**config.mk**
```make
export PLATFORM = sky130hd
export DESIGN_NAME = load_store_unit
export DESIGN_NICKNAME = d
export VERILOG_FILES = /design/src/rtl/lsu_pkg.sv /design/src/rtl/lsu_align.sv /design/src/rtl/load_store_unit.sv
export SDC_FILE = /design/constraint.sdc
export NUM_CORES = 1
export LEC_CHECK = 0
export ABC_AREA = 0
export BUFFER_PORTS_ARGS = -buffer_cell sky130_fd_sc_hd__buf_2
export CELL_PAD_IN_SITES_DETAIL_PLACEMENT = 0
export CELL_PAD_IN_SITES_GLOBAL_PLACEMENT = 2
export CORE_MARGIN = 5
export CORE_UTILIZATION = 33
export CTS_BUF_LIST = sky130_fd_sc_hd__clkbuf_4
export CTS_CLUSTER_SIZE = 12
export DETAILED_ROUTE_END_ITERATION = 7
export GPL_TIMING_DRIVEN = 1
export PLACE_DENSITY_LB_ADDON = 0.1
export SLEW_MARGIN = 5
export SYNTH_ARGS = -nofsm -noshare
export SYNTH_HDL_FRONTEND = slang
export SYNTH_HIERARCHICAL = 1
export SYNTH_SLANG_ARGS = --single-unit
export TNS_END_PERCENT = 20
```
**constraint.sdc**
```tcl
create_clock -name clk -period 5.13 [get_ports clk]
set_input_delay 0 -clock clk [delete_from_list [all_inputs] [get_ports clk]]
set_output_delay 0 -clock clk [all_outputs]
set_load 0.005 [all_outputs]
```
**src/rtl/lsu_pkg.sv**
```systemverilog
`default_nettype none
// ============================================================================
// Module   : lsu_pkg
// Purpose  : Shared funct3 encodings, FSM states and request checks for the
//            load/store unit.
// Revision : 1.0
// ============================================================================
package lsu_pkg;

    localparam logic [2:0] F3_B  = 3'b000;
    localparam logic [2:0] F3_H  = 3'b001;
    localparam logic [2:0] F3_W  = 3'b010;
    localparam logic [2:0] F3_BU = 3'b100;
    localparam logic [2:0] F3_HU = 3'b101;

    typedef enum logic [2:0] {
        ST_IDLE  = 3'd0,
        ST_LOAD  = 3'd1,
        ST_MERGE = 3'd2,
        ST_WRITE = 3'd3,
        ST_RESP  = 3'd4
    } lsu_state_e;

    // Misalignment or an unsupported funct3; the range check lives in the top.
    function automatic logic lsu_req_illegal(input logic       we,
                                             input logic [2:0] funct3,
                                             input logic [1:0] off);
        logic bad;
        bad = 1'b0;
        if (we) begin
            case (funct3)
                F3_B:    bad = 1'b0;
                F3_H:    bad = off[0];
                F3_W:    bad = (off != 2'b00);
                default: bad = 1'b1;
            endcase
        end else begin
            case (funct3)
                F3_B, F3_BU: bad = 1'b0;
                F3_H, F3_HU: bad = off[0];
                F3_W:        bad = (off != 2'b00);
                default:     bad = 1'b1;
            endcase
        end
        return bad;
    endfunction

endpackage
`default_nettype wire

```
**src/rtl/lsu_align.sv**
```systemverilog
`default_nettype none
// ============================================================================
// Module   : lsu_align
// Purpose  : Combinational lane extract/extend for loads and lane merge for
//            sub-word stores.
// Revision : 1.0
// ============================================================================
module lsu_align
    import lsu_pkg::*;
(
    input  logic [2:0]  funct3_i,
    input  logic [1:0]  byte_off_i,
    input  logic [31:0] rdata_i,
    input  logic [31:0] wdata_i,
    output logic [31:0] load_data_o,
    output logic [31:0] merge_data_o
);

    logic [7:0]  w_byte;
    logic [15:0] w_half;

    always_comb begin
        w_byte = rdata_i[{byte_off_i, 3'b000} +: 8];
        w_half = byte_off_i[1] ? rdata_i[31:16] : rdata_i[15:0];

        load_data_o = rdata_i;
        case (funct3_i)
            F3_B:    load_data_o = {{24{w_byte[7]}}, w_byte};
            F3_H:    load_data_o = {{16{w_half[15]}}, w_half};
            F3_BU:   load_data_o = {24'h000000, w_byte};
            F3_HU:   load_data_o = {16'h0000, w_half};
            default: load_data_o = rdata_i;
        endcase

        merge_data_o = rdata_i;
        case (funct3_i)
            F3_B: merge_data_o[{byte_off_i, 3'b000} +: 8] = wdata_i[7:0];
            F3_H: begin
                if (byte_off_i[1]) begin
                    merge_data_o[31:16] = wdata_i[15:0];
                end else begin
                    merge_data_o[15:0] = wdata_i[15:0];
                end
            end
            default: merge_data_o = wdata_i;
        endcase
    end

endmodule
`default_nettype wire

```
**src/rtl/load_store_unit.sv**
```systemverilog
`default_nettype none
// ============================================================================
// Module   : load_store_unit
// Purpose  : Single-outstanding RV32I load/store initiator for a word-only
//            data memory with combinational read and clocked write.
// Revision : 1.0
// ============================================================================
module load_store_unit
    import lsu_pkg::*;
#(
    parameter int DATA_WIDTH = 32,
    parameter int ADDR_DEPTH = 64
) (
    input  logic                  clk,
    input  logic                  rst,
    input  logic                  req_valid,
    output logic                  req_ready,
    input  logic                  req_we,
    input  logic [2:0]            req_funct3,
    input  logic [31:0]           req_addr,
    input  logic [DATA_WIDTH-1:0] req_wdata,
    output logic                  rsp_valid,
    output logic [DATA_WIDTH-1:0] rsp_rdata,
    output logic                  rsp_err,
    output logic                  mem_WE,
    output logic [31:0]           mem_A,
    output logic [DATA_WIDTH-1:0] mem_WD,
    input  logic [DATA_WIDTH-1:0] mem_RD
);

    localparam logic [29:0] c_DEPTH_LIMIT = 30'(ADDR_DEPTH);

    lsu_state_e            state_q, state_d;
    logic [31:0]           addr_q, addr_d;
    logic                  we_q, we_d;
    logic [2:0]            funct3_q, funct3_d;
    logic [DATA_WIDTH-1:0] wdata_q, wdata_d;
    logic [DATA_WIDTH-1:0] merge_q, merge_d;
    logic [DATA_WIDTH-1:0] rdata_q, rdata_d;
    logic                  err_q, err_d;

    logic                  w_req_err;
    logic [DATA_WIDTH-1:0] w_load_data;
    logic [DATA_WIDTH-1:0] w_merge_data;

    lsu_align u_align (
        .funct3_i     (funct3_q),
        .byte_off_i   (addr_q[1:0]),
        .rdata_i      (mem_RD),
        .wdata_i      (wdata_q),
        .load_data_o  (w_load_data),
        .merge_data_o (w_merge_data)
    );

    assign w_req_err = lsu_req_illegal(req_we, req_funct3, req_addr[1:0])
                     || (req_addr[31:2] >= c_DEPTH_LIMIT);

    assign req_ready = (state_q == ST_IDLE) && !rst;
    assign rsp_valid = (state_q == ST_RESP);
    assign rsp_err   = (state_q == ST_RESP) && err_q;
    assign rsp_rdata = rdata_q;
    assign mem_A     = {addr_q[31:2], 2'b00};
    // SW bypasses the merge buffer; SB/SH write the merged word.
    assign mem_WD    = (funct3_q == F3_W) ? wdata_q : merge_q;
    assign mem_WE    = (state_q == ST_WRITE) && !rst;

    always_comb begin
        state_d  = state_q;
        addr_d   = addr_q;
        we_d     = we_q;
        funct3_d = funct3_q;
        wdata_d  = wdata_q;
        merge_d  = merge_q;
        rdata_d  = rdata_q;
        err_d    = err_q;

        case (state_q)
            ST_IDLE: begin
                if (req_valid) begin
                    addr_d   = req_addr;
                    we_d     = req_we;
                    funct3_d = req_funct3;
                    wdata_d  = req_wdata;
                    rdata_d  = '0;
                    err_d    = w_req_err;
                    if (w_req_err) begin
                        state_d = ST_RESP;
                    end else if (!req_we) begin
                        state_d = ST_LOAD;
                    end else if (req_funct3 == F3_W) begin
                        state_d = ST_WRITE;
                    end else begin
                        state_d = ST_MERGE;
                    end
                end
            end
            ST_LOAD: begin
                rdata_d = w_load_data;
                state_d = ST_RESP;
            end
            ST_MERGE: begin
                merge_d = w_merge_data;
                state_d = ST_WRITE;
            end
            ST_WRITE: state_d = ST_RESP;
            ST_RESP:  state_d = ST_IDLE;
            default:  state_d = ST_IDLE;
        endcase
    end

    always_ff @(posedge clk) begin
        if (rst) begin
            state_q  <= ST_IDLE;
            addr_q   <= '0;
            we_q     <= 1'b0;
            funct3_q <= '0;
            wdata_q  <= '0;
            merge_q  <= '0;
            rdata_q  <= '0;
            err_q    <= 1'b0;
        end else begin
            state_q  <= state_d;
            addr_q   <= addr_d;
            we_q     <= we_d;
            funct3_q <= funct3_d;
            wdata_q  <= wdata_d;
            merge_q  <= merge_d;
            rdata_q  <= rdata_d;
            err_q    <= err_d;
        end
    end

endmodule
`default_nettype wire

```
# Yosys cells after proc, flatten, opt, wreduce, memory -nomap -nowiden
# Cells that the tools add are included.
# W data, S select, Z words.
[op_classes] n_lt_le_gt_ge=1 shift=3 add_sub_neg=1 reduce_logical=15 eq_ne=13 mux=17
[ops] op="$pmux W32 S2" n=2
[ops] op="$pmux W32 S4" n=1
[ops] op="$mux W32" n=2
[ops] op="$mux W16" n=3
[ops] op="$bwmux W32" n=1
[ops] op="$shift A8 B7 Y32 const A" n=1
[ops] op="$shiftx A32 B6 Y8" n=1
[ops] op="$shiftx A8 B7 Y32" n=1
[ops] op="$ge A30 B7 Y1 const B" n=1
[ops] op="$eq A3 B3 Y1 const B" n=5
[ops] op="$eq A3 B2 Y1 const B" n=4
[ops] op="$eq A3 B1 Y1 const B" n=3
[ops] op="$logic_not A3 Y1" n=3
[ops] op="$pmux W3 S3" n=1
[ops] op="$neg A5 Y7" n=1
[ops] op="$mux W3" n=2
[ops] op="$pmux W1 S3" n=2
[ops] op="$reduce_or A2 Y1" n=3
[ops] op="$reduce_and A2 Y1" n=2
[ops] op="$reduce_bool A2 Y1" n=2
[ops] op="$logic_and A1 B1 Y1" n=3
[ops] op="$mux W1" n=2
[ops] op="$mux W2" n=1
[ops] op="$ne A2 B2 Y1 const B" n=1
[ops] op="other kinds (2)" n=2
[totals] ff_bits=135 output_inout_bits=100 word_cells=57

# Longest topological paths before layout
[logic_depth] ltp_word=8 depth_mapped=10 mapped_depth_nobuf=7

# By module
# The synthesis kept the hierarchy.
[by_module_without_submodules] mod="load_store_unit" cells_per_inst=650 area_per_inst_um2=5363.9 n_inst=1 seq_area_each_um2=2702.6
[by_module_without_submodules] mod="lsu_align" cells_per_inst=249 area_per_inst_um2=1819.2 n_inst=1 seq_area_each_um2=0.0

# Worst setup path before layout
# No wires, ideal clock.
[synth_timing] kind="flip-flop to flip-flop" from="reg addr_q[1]" to="reg merge_q[0]" path_stages_with_launch=10 required_ps=5060 path_buffers=2 setup_time_ps=70 t_arrival_ps=2276 path_slack_ps=2784 path_cell_list="dfxtp_1 > buf_2 > inv_1 > clkbuf_1 > ha_1 > or3b_2 > o211ai_2 > a22o_1 > nand2_1 > a21oi_1"
[synth_via] elab_chain_len=4 word_cells_on_any_way=6 classes_between="add/sub (1); shift (2); mux (3)"
[synth_lines] element="start: declaration" line="load_store_unit.sv:34" text="logic [31:0] addr_q, addr_d;"
[synth_lines] element="start signal: assignment" line="load_store_unit.sv:123" text="addr_q <= addr_d;"
[synth_lines] element="$neg A5 Y7" line="lsu_align.sv:37" text="F3_B: merge_data_o[{byte_off_i, 3'b000} +: 8] = wdata_i[7:0];"
[synth_lines] element="$shiftx A8 B7 Y32 or $shift A8 B7 Y32 (tied branches)" line="lsu_align.sv:37"
[synth_lines] element="$bwmux W32" line="lsu_align.sv:37"
[synth_lines] element="$pmux W32 S2 *" line="lsu_align.sv:36" text="case (funct3_i)"
[synth_lines] element="via w_merge_data[0]" line="load_store_unit.sv:44" text="logic [DATA_WIDTH-1:0] w_merge_data;"
[synth_lines] element="end signal: assignment" line="load_store_unit.sv:127" text="merge_q <= merge_d;"
[synth_lines] element="end: declaration" line="load_store_unit.sv:38" text="logic [DATA_WIDTH-1:0] merge_q, merge_d;"
# Mark *: on every way through the listed nets, which the timed path passes. The rest lies on a longest branch.
# A chain may end at the register's enable or synchronous reset.

# Worst setup path in the final report
[layout_timing] from="reg funct3_q[0]" to="out mem_WD[9]"
[layout_via] elab_chain_len=2
[layout_lines] element="start: declaration" line="load_store_unit.sv:36" text="logic [2:0] funct3_q, funct3_d;"
[layout_lines] element="start signal: assignment" line="load_store_unit.sv:125" text="funct3_q <= funct3_d;"
[layout_lines] element="$eq A3 B2 Y1" line="load_store_unit.sv:64" text="assign mem_WD = (funct3_q == F3_W) ? wdata_q : merge_q;"
[layout_lines] element="$mux W32" line="load_store_unit.sv:64"
[layout_lines] element="end: declaration" line="load_store_unit.sv:27" text="output logic [DATA_WIDTH-1:0] mem_WD,"
# No other way between the ends.

==> results by group <==
Status
  – Outcome: complete, no violations

Power
  – Switch share: 31.2%
  – Clk network pwr share: a little under a third
  – P_leak: 4.33 nW
  – Maximum vdd drop: around 0.11 mV
  – Sw Pwr: 735 uW
  – Power Internal: around 1.6 mW
  – Pwr dens: 238 nW/um2
  – Fraction of power consumed by combinational cells: between 20% and 30%
  – Seq pwr share: around 47%

STA
  – Crit share post-route: 55.9%
  – Measured slew at the worst slew-check pin: 0.947 ns
  – Slew Viols, Final: 0
  – Setup TNS Final: 0 ns
  – RSZ-0062 raised after global routing: false
  – Slew HR: a little under two fifths
  – Minimum clock period: between 2 and 3 ns
  – Skew final: 0.0234 ns
  – Final Hold Viols: 0
  – Final setup violation count: 0
  – Max frequency: ~350 MHz
  – Setup ws final: approximately 2.3 ns

Final layout
  – Area occupied by multi-input gates: just under 4000 um2
  – Sequential Area: between 2000 and 3000 um2
  – Nets: ~1300
  – Filler cells: approximately 2300
  – Share of cells above drive strength 1: 24.4%
  – Layout Area Growth over Synthesis: 38.0%
  – Final Core Density: a little under half

Floorplan
  – Die ar.: ~25000 um2
  – Initial core utilization: 33.2%
  – CORE AREA: between 20000 and 25000 um2
  – Io pins: about 200
  – Die Span X: between 150 and 200 um
  – Cell Rows: between 50 and 60
  – Die height: around 160 um

Worst setup path
  – Slowest stage delay, CP: roughly 0.65 ns
  – CP Capture Type: output port
  – R2R Path Start: state_q[1]
  – CP Launch Type: register
  – WP data arrival: about 2.9 ns
  – Worst r2r dst: wdata_q[14]
  – Crit path required time: roughly 5.1 ns
  – Crit-path most repeated cell: buf_4
  – Worst path cell trace: buf_4, nor3b_2, buf_4, mux2_2, buf_2
  – Crit path max-delay cell type: nor3b_2
  – FF-to-FF path depth: 6
  – WP buf/inv: 3
  – Top delay family on crit path: buffers and inverters
  – Setup Crit Path Kind: reg2out
  – R2r setup slk: between 2 and 3 ns
  – Crit Path Max Fanout: a little under 60

Yosys
  – Commonest cells post-synth: nand2_1 (237), dfxtp_1 (135), a21oi_1 (122)
  – Number of synthesized flops with an enable pin: 0
  – Post-synth cell types: 44
  – Syn_area_per_cell: 7.99 um2
  – Synth Flop Type: dfxtp_1
  – Sequential element share of the synthesized area: approximately 38%
  – Most frequent cell after synthesis: nand2_1
  – Synthesized instance count: 899
  – Synthesis-stage register bit count: 135
  – Synth warn: 6
  – Synth top area share: a little under two fifths
  – Synth area leader: dfxtp_1
  – Synthesized cell area: just over 7000 um2
  – Synth async-reset ratio: 0%
  – Synth area leaders: dfxtp_1 (38%), nand2_1 (12%), a21oi_1 (8.5%)

Detailed routing
  – Via/cell ratio: ~5.1
  – Per-cell routed wire length: between 15 and 20 um
  – Via count: 7461
  – Starting DRT DRC Count: about 530
  – Post-route ant nets: 0
  – DR DRC count: 0
  – Final WL: roughly 27 mm
  – Pre-Repair DR Iteration Count: 5

Clock network
  – CTS tree: done
  – Root Buffer: clkbuf_4
  – Inserted Clock Buffers: 17
  – Skew-Pair Late Insertion Delay: ~0.55 ns
  – Longest Clk Path Bufs: 2
  – Post_cts resized: 0
  – CTS H-tree depth: 4
  – Setup Fix Bufs, Post-CTS: 0
  – Clk sinks: roughly 140
  – Worst-path clk slew: 0.14 ns

Job
  – Max Cap Viol: 0

Worst hold path
  – HP Class: in2reg
  – Hold depth: 3
  – Hold path start: rst
  – Min-Delay Endpoint: err_q

Global route
  – Overflow after GRT: 0
  – Global-route wire length before repair: roughly 41 mm
  – Total GRT Usage: approximately a fifth
  – Largest net degree at the start of global routing: 83
  – Vias in the first global route: 7402
  – Initial antenna violation count: 1

Placed design
  – Gp weighted congestion: 0.829
  – Pre-CTS setup slack: between 2 and 3 ns
  – Placed wire-length estimate: around 18 mm
  – PortBufs: 200
## metal layers
metal  routed length, um  track usage, %  part of all wire, %
met1               12000            28.0                   44
met2               12900            35.2                   47
met3                1930            5.11                  7.1
met4                 523            5.78                  1.9
met5                   0               0                    0
## layout by cell type, fill, tap and decap left out, types with 18 or more instances in the layout
master	n
nor2b_1	21
nand2_1	236
buf_2	199
mux2_2	33
nor2_1	38
a22o_1	32
clkbuf_4	18
a21oi_1	122
mux2i_1	30
dfxtp_1	133
a22oi_1	32
a221o_1	32
dlygate4sd3_1	153
## worst register-to-register path, delay by kind of cell, from the launching register on
family                 cells  cell delay, ns
DFF                        1            0.59
buffers and inverters      2            1.07
AOI/OAI and AO/OA          1            0.16
and+or+nand+nor            3            0.76
## through the flow
stage / total power [mW] / cell area (um2) / hold WS [ns] / cells
after detailed placement: 1.54 / 8100 / 0.246 / 1285
final: 2.36 / 9910 / 0.0948 / 1471
after floorplan: 1.40 / 7190 / 0.136 / 900
after CTS: 2.38 / 9910 / 0.0730 / 1470
after global placement: 1.54 / 8100 / 0.243 / 1285
after global routing: 2.49 / 9910 / 0.101 / 1471
## layout make-up
| cell class | count | share of cell area (%) |
|---|---|---|
| clock buffers | 18 | 1.36 |
| clock inverters | 14 | 1.51 |
| repair buffers | 366 | 26.6 |
| inverters | 4 | 0.151 |
| flip-flops and latches | 135 | 27.3 |
| well taps | 280 | 3.53 |
| diodes | 1 | 0.0252 |
| multi-input cells | 653 | 39.6 |
## power by group through the flow
stage / logic [mW] / clock network, mW / registers, mW
3_3_place_gp: 0.408 / 0 / 1.14
6_report: 0.498 / 0.745 / 1.11
5_1_grt: 0.543 / 0.823 / 1.12
2_1_floorplan: 0.282 / 0 / 1.12
4_1_cts: 0.495 / 0.774 / 1.11
3_5_place_dp: 0.404 / 0 / 1.14
## state kept, by name, summed over array words and instances (netlist names)
register / flops
merge_q: 32
state_q: 3
funct3_q: 3
err_q: 1
rsp_rdata: 32
wdata_q: 32
addr_q: 32
## worst max path at each step
stage,startpoint,endpoint,slack (ns),depth (start not counted)
after global routing,funct3_q[0],mem_WD[9],2.06,5
after CTS,funct3_q[0],mem_WD[9],2.22,5
after global placement,addr_q[0],rsp_rdata[26],2.59,5
after detailed placement,addr_q[0],rsp_rdata[26],2.57,5
final,funct3_q[0],mem_WD[9],2.26,5
after floorplan,addr_q[1],merge_q[0],2.78,9
## timing repair
item                                    4_1_cts  5_1_grt
hold buffers                                153        0
endpoints found under the setup margin        0        0
endpoints found under the hold margin       119        0
## cell families after synthesis
kind of cell / after synthesis / share of synthesized area [%]
simple gates: 345 / 21.3
buf+inv: 112 / 8.03
compound gates: 237 / 22.4
flops: 135 / 37.6
mux: 64 / 9.67
other cells: 1 / 0.0522
fa+ha+maj: 5 / 0.871
Note: power is estimated with default switching activity, not from simulation.
